===== config.mk =====
export PLATFORM = sky130hd
export DESIGN_NAME = alu_byte_sequencer
export DESIGN_NICKNAME = d
export VERILOG_FILES = /design/src/rtl/alu_byte_sequencer.sv
export SDC_FILE = /design/constraint.sdc
export NUM_CORES = 1
export LEC_CHECK = 0
export BUFFER_PORTS_ARGS = -buffer_cell sky130_fd_sc_hd__buf_2
export CAP_MARGIN = 20
export CORE_MARGIN = 4
export CORE_UTILIZATION = 55
export DETAILED_ROUTE_END_ITERATION = 6
export GPL_TIMING_DRIVEN = 0
export HOLD_SLACK_MARGIN = 0.15
export PLACE_DENSITY = 0.93
export SYNTH_ARGS = -nofsm -noshare
export SYNTH_HDL_FRONTEND = slang
export SYNTH_SLANG_ARGS = --single-unit
export TNS_END_PERCENT = 30

===== constraint.sdc =====
create_clock -name clk -period 3.88 [get_ports clk]
set_input_delay 0.97 -clock clk [delete_from_list [all_inputs] [get_ports clk]]
set_output_delay 0.97 -clock clk [all_outputs]
set_load 0.05 [all_outputs]

===== src/rtl/alu_byte_sequencer.sv =====
// Byte-serial host front end for alu_8bit: collects opcode/A/B on data_in strobes,
// then returns the result byte and the flag byte over data_out.
//
// state  | meaning
// S_OP   | waiting for opcode byte (bit 7 set = resync/no-op)
// S_A    | waiting for operand A
// S_B    | waiting for operand B
// S_EXEC | one cycle to capture ALU result and flags
// S_RES  | result byte on data_out, next strobe advances
// S_FLAG | flag byte on data_out, next strobe returns to S_OP
module alu_byte_sequencer #(
    parameter int TIMEOUT_CYCLES = 255,
    parameter int CNT_W          = 8
) (
    input  logic       clk,
    input  logic       rst_n,
    input  logic       ena,
    input  logic [7:0] data_in,
    input  logic       wr_strobe,
    input  logic [7:0] alu_result,
    input  logic       alu_cout,
    output logic [7:0] alu_a,
    output logic [7:0] alu_b,
    output logic [2:0] alu_sel,
    output logic [7:0] data_out,
    output logic       busy,
    output logic       done,
    output logic       tmo
);

    typedef enum logic [2:0] {
        S_OP   = 3'd0,
        S_A    = 3'd1,
        S_B    = 3'd2,
        S_EXEC = 3'd3,
        S_RES  = 3'd4,
        S_FLAG = 3'd5
    } state_t;

    state_t           state, state_nxt;
    logic             strobe_q;
    logic             stb_edge;
    logic [CNT_W-1:0] cnt_q, cnt_nxt;
    logic [7:0]       res_q, flag_q;
    logic             tmo_q, tmo_nxt;
    logic             load_sel, load_a, load_b, capture;
    logic             timeout_hit;

    assign stb_edge    = wr_strobe & ~strobe_q;
    assign timeout_hit = (cnt_q == CNT_W'(TIMEOUT_CYCLES - 1));

    // Counter defaults to clear so that entry to S_A and every accepted byte restart it.
    always_comb begin
        state_nxt = state;
        cnt_nxt   = '0;
        tmo_nxt   = 1'b0;
        load_sel  = 1'b0;
        load_a    = 1'b0;
        load_b    = 1'b0;
        capture   = 1'b0;
        case (state)
            S_OP: begin
                if (stb_edge && !data_in[7]) begin
                    load_sel  = 1'b1;
                    state_nxt = S_A;
                end
            end
            S_A: begin
                if (stb_edge) begin
                    load_a    = 1'b1;
                    state_nxt = S_B;
                end else if (timeout_hit) begin
                    tmo_nxt   = 1'b1;
                    state_nxt = S_OP;
                end else begin
                    cnt_nxt = cnt_q + CNT_W'(1);
                end
            end
            S_B: begin
                if (stb_edge) begin
                    load_b    = 1'b1;
                    state_nxt = S_EXEC;
                end else if (timeout_hit) begin
                    tmo_nxt   = 1'b1;
                    state_nxt = S_OP;
                end else begin
                    cnt_nxt = cnt_q + CNT_W'(1);
                end
            end
            S_EXEC: begin
                capture   = 1'b1;
                state_nxt = S_RES;
            end
            S_RES: begin
                if (stb_edge) state_nxt = S_FLAG;
            end
            S_FLAG: begin
                if (stb_edge) state_nxt = S_OP;
            end
            default: state_nxt = S_OP;
        endcase
    end

    // Strobe history tracks the pin even while disabled, so edges during ena=0 are lost.
    always_ff @(posedge clk) begin
        if (!rst_n) begin
            state    <= S_OP;
            strobe_q <= 1'b0;
            cnt_q    <= '0;
            tmo_q    <= 1'b0;
            alu_a    <= '0;
            alu_b    <= '0;
            alu_sel  <= '0;
            res_q    <= '0;
            flag_q   <= '0;
        end else begin
            strobe_q <= wr_strobe;
            if (ena) begin
                state <= state_nxt;
                cnt_q <= cnt_nxt;
                tmo_q <= tmo_nxt;
                if (load_sel) alu_sel <= data_in[2:0];
                if (load_a)   alu_a   <= data_in;
                if (load_b)   alu_b   <= data_in;
                if (capture) begin
                    res_q  <= alu_result;
                    flag_q <= {6'b0, (alu_result == 8'h00), alu_cout};
                end
            end
        end
    end

    always_comb begin
        data_out = 8'h00;
        case (state)
            S_RES:   data_out = res_q;
            S_FLAG:  data_out = flag_q;
            default: data_out = 8'h00;
        endcase
    end

    assign busy = (state == S_A) || (state == S_B) || (state == S_EXEC);
    assign done = (state == S_RES) || (state == S_FLAG);
    assign tmo  = tmo_q;

endmodule

Word level (Yosys, flattened, before mapping)

Cells that the tools add are included.

Eq/ne operators: 9
$add $sub $neg: 1
Reduce and logical (&&, ||, !) cells: 13
Mux-type cells: 20
Bitwise logic cells: 2

Operators with widths:

| operator                                      | number |
|---|---|
| 2-to-1 mux 8 bit                              | 3 |
| 2-to-1 mux 3 bit                              | 6 |
| case mux 3 bit (6 select lines)               | 1 |
| case mux 8 bit (2 select lines)               | 1 |
| 2-to-1 mux 1 bit                              | 9 |
| adder 8 x 1 -> 8 bit, second input constant   | 1 |
| == test 8 bit, second input constant          | 1 |
| zero test 8 bit                               | 1 |
| AND reduction 2 bit                           | 4 |
| == test 3 x 2 -> 1 bit, second input constant | 2 |
| == test 3 bit, second input constant          | 2 |
| != test 2 bit, second input constant          | 3 |
| AND reduction 4 bit                           | 1 |
| == test 3 x 1 -> 1 bit, second input constant | 1 |
| zero test 3 bit                               | 1 |
| logical OR 1 bit                              | 3 |
| OR reduction 2 bit                            | 1 |
| AND 1 bit                                     | 1 |
| logical AND 1 bit                             | 1 |
| zero test 1 bit                               | 1 |
| inverter 1 bit                                | 1 |

Bits in registers: 42
Output and inout bits: 30
Input port bits: 21

Depth between registers and ports, before layout

Depth after elaboration: 6
Depth in mapped cells: 6
Mapped depth without buffers: 6

Worst setup path after synthesis

No wires, ideal clock.

Kind: register to output
Start: register state[0]
End: output port data_out[0]
Buffers on the path: 2
Setup slack: 1.563 ns
Cell stages (with the launch flop): 5
Required time: 2.910 ns
Arrival: 1.347 ns
Cells stage by stage: dfxtp_1 buf_6 buf_2 mux2i_1 nor2_1

Word-level cells in the longest chain between the ends: 2
Elaborated cells on any way between the ends: 3

Ends and longest elaborated chain:

| element                           | RTL line | source |
|---|---|---|
| from (decl)                       | 40       | `state_t state, state_nxt;` |
| from (signal assigned)            | 119      | `state <= state_nxt;` |
| == test 3 bit                     | 135      | `case (state)` |
| case mux 8 bit (2 select lines) * | 135      |  |
| to (decl)                         | 25       | `output logic [7:0] data_out,` |

Every way passes the cells marked *; elsewhere a longest branch is shown, timed or not.

Final worst setup path

Start: register state[1]
End: output port data_out[2]

Same word-level chain as after synthesis.

==> key figures <==
CTS
  • Post-CTS Hold Buffers: 0
  • Reg clk slew, reported paths: 0.13 ns
  • CTS tree: built
  • CTS buffer count: 5
  • CTS root buf: clkbuf_4
  • Max clock buf depth: 2
  • Postcts setup bufs: 0
  • CTS resizes: 0
  • CTS H-tree depth: 2
  • Worst-Skew Late Latency: around 0.36 ns
  • # clock sinks: 42

Routing
  • Drt drc: 0
  • Final wirelength: ~4 mm
  • WL per Instance: ~13 um
  • Initial DRC count: about 70
  • Total number of vias: around 1600
  • Final ANT Viol Nets: 0
  • Drt first pass iters: 4
  • Vias/cell: a little over 5

Job
  • Max Cap Viol: 0

STA
  • Slew Viols, Final: 0
  • Clock Skews: 0.0104 ns
  • Fmax: between 300 and 400 MHz
  • # setup viols final: 0
  • Max_slew headroom: roughly 74%
  • Final Hold Viols: 0
  • Unrepaired setup endpoints after global routing: no
  • Post-layout min period: between 2 and 3 ns
  • Setup TNS: 0 ns
  • Post-route clock period utilization: between 70 and 80%
  • Slew @ Worst Pin: 0.396 ns

Setup path
  • Setup Crit Path Kind: register to output port
  • Data arrival, critical path: around 1.8 ns
  • Worst EP required: roughly 2.9 ns
  • Worst setup EP type: output port
  • CP Max Fanout: 10
  • R2R depth: 4
  • Startpoint types: register

Floorplanning
  • Die Ht: around 68 um
  • DIE WIDTH: roughly 68 um
  • Starting Density: 58.5%
  • Rows: 21
  • Core ar.: about 0.0034 mm^2
  • Die area: between 0.004 and 0.005 mm^2
  • I/O pins: 51

Global routing
  • Vias in the first global route: 1523
  • Largest net degree at the start of global routing: 15
  • Antenna violations before repair: 0
  • Overflow after GRT: 0
  • Total GRT Usage: 18.0%
  • First-pass GRT wire length: roughly 6.4 mm

Yosys
  • Synth Register Bits: 42
  • Area contributors post-synth: dfxtp_1 42%, mux2i_1 11%, nor2b_1 6.3%, nand2_1 4.9%, a21boi_0 4.5%
  • EDFF count, synth: 0
  • Post-synth top flop: dfxtp_1
  • Ys async rst share: 0%
  • Avg Cell Area, Syn: around 9.5 um^2
  • Post-Syn Area: 0.00200 mm^2
  • Synth cell types: 38
  • Syn nets: between 200 and 250
  • YS warnings: 0
  • Sequential area share after synthesis: between 40% and 50%
  • Synth area leader: dfxtp_1
  • Post-Syn Instances: 210
  • Yosys top cell area share: between 40% and 50%

Pwr
  • Combinational group share of total power: 9.0%
  • Power Density: 332 mW/mm^2
  • Peak supply drop: ~0.27 mV
  • Sw Share: about a quarter
  • Clock Power Share: a little over a third
  • Power Internal: 0.000601 W
  • Reg power frac: between 50% and 60%
  • LEAKAGE: roughly 1.1 nW
  • Reported net switching power: 0.000190 W

Layout
  • Layout area overhead: 19.3%
  • Share of post-route cells with drive strength above 1: between 20% and 30%
  • Number of fill cells: between 200 and 300
  • # diodes: 0
  • Nets: 289
  • Post-Layout Cell Count: about 310

Status
  • Status: complete, no violations

Placement
  • GP Congestion: 0.786
  • Cells after DPL: 305
  • Detailed placement HPWL: around 2.9 mm
  • PortBufs: 49

Min path
  • Hold path cells: 2
  • Hold crit path type: register to register
cell type report:
type	instances	area [um^2]	share of cell area [%]
flip-flops and latches	42	841	35.3
clock buffers	5	37.5	1.58
well taps	46	57.6	2.42
plain buffers	14	85.1	3.57
clock inverters	3	45.0	1.89
inverters	4	15.0	0.630
repair buffers	49	245	10.3
multi-input cells	150	1060	44.3
synth_stat cells, types with 2 or more instances:
cell type,number
buf_6,2
nand4b_1,3
nand4_1,3
a21oi_1,2
nor2_1,9
o21a_1,2
mux2i_1,21
nor4_1,2
and3_1,3
nor3_1,3
nand3_1,4
clkbuf_1,4
o21ai_0,4
buf_2,5
dfxtp_1,42
nand2_1,26
and2_1,7
inv_1,4
ha_1,2
nor2b_1,20
a21boi_0,12
nor3b_1,7
xor2_1,3
xnor2_1,4
buf_4,3
power groups by stage:
stage / Clock, W / Combinational [W] / Sequential (W)
after floorplan: 0 / 0.0000412 / 0.000454
after global placement: 0 / 0.0000708 / 0.000448
after detailed placement: 0 / 0.0000717 / 0.000448
after CTS: 0.000289 / 0.0000719 / 0.000438
after global routing: 0.000306 / 0.0000779 / 0.000439
final: 0.000282 / 0.0000713 / 0.000438
registers in the layout (all words and copies together), names as in the netlist:
name      count
alu_a         8
alu_b         8
alu_sel       3
cnt_q         8
flag_q        2
res_q         8
state         3
strobe_q      1
tmo           1
layout by cell type (no fill, tap or decap), drive strengths merged, types with 5 or more instances in the layout:
cell	count
buf	59
and2	7
nand2	26
clkbuf	9
nor3b	7
nor2b	20
a21boi	12
dfxtp	42
mux2i	21
nand4	5
nor2	9
metrics by stage:
stage               worst slack (ns)  power [W]  area (um^2)  hold WS (ns)  utilization [%]
CTS                             1.08   0.000799         2380         0.471             69.7
global route                   0.991   0.000823         2380         0.495             69.7
detailed placement              1.49   0.000520         2300         0.454             67.3
global placement                1.51   0.000518         2300         0.447             67.3
finish                          1.09   0.000791         2380         0.468             69.7
floorplan                       1.56   0.000495         2000         0.439                -
kinds of logic after synthesis:
group,count (synthesis),share of synthesized area (%)
adder cells (fa/ha/maj),2,1.25
buffers and inverters,18,5.01
AND/OR/NAND/NOR,94,27.3
flip-flops,42,42.1
XOR/XNOR,7,3.07
AO/OA/AOI/OAI,26,10.7
multiplexers,21,10.5
worst paths after layout:
| path | start | to | slack (ns) |
|---|---|---|---|
| worst max-delay path | state[1]$_SDFFE_PN0P_ | data_out[2] | 1.09 |
| worst min-delay path | res_q[4]$_SDFFE_PN0P_ | res_q[4]$_SDFFE_PN0P_ | 0.47 |
| worst max register to register | cnt_q[4]$_SDFFE_PN0P_ | cnt_q[4]$_SDFFE_PN0P_ | 2.43 |
| worst min register to register | res_q[4]$_SDFFE_PN0P_ | res_q[4]$_SDFFE_PN0P_ | 0.47 |
critical path, cell delays in order (launching register included):
cell	delay, ns
dfxtp_1	0.35
buf_2	0.18
nand2b_1	0.20
nor2_1	0.29
and2_1	0.19
buf_2	0.26
metal layers:
| layer | global-route usage, % | share of wire [%] |
|---|---|---|
| met3 | 4.43 | 3.3 |
| met5 | 0 | 0 |
| met2 | 31.8 | 51 |
| met4 | 6.20 | 1.4 |
| met1 | 21.1 | 45 |
(Power assumes the default switching activity.)
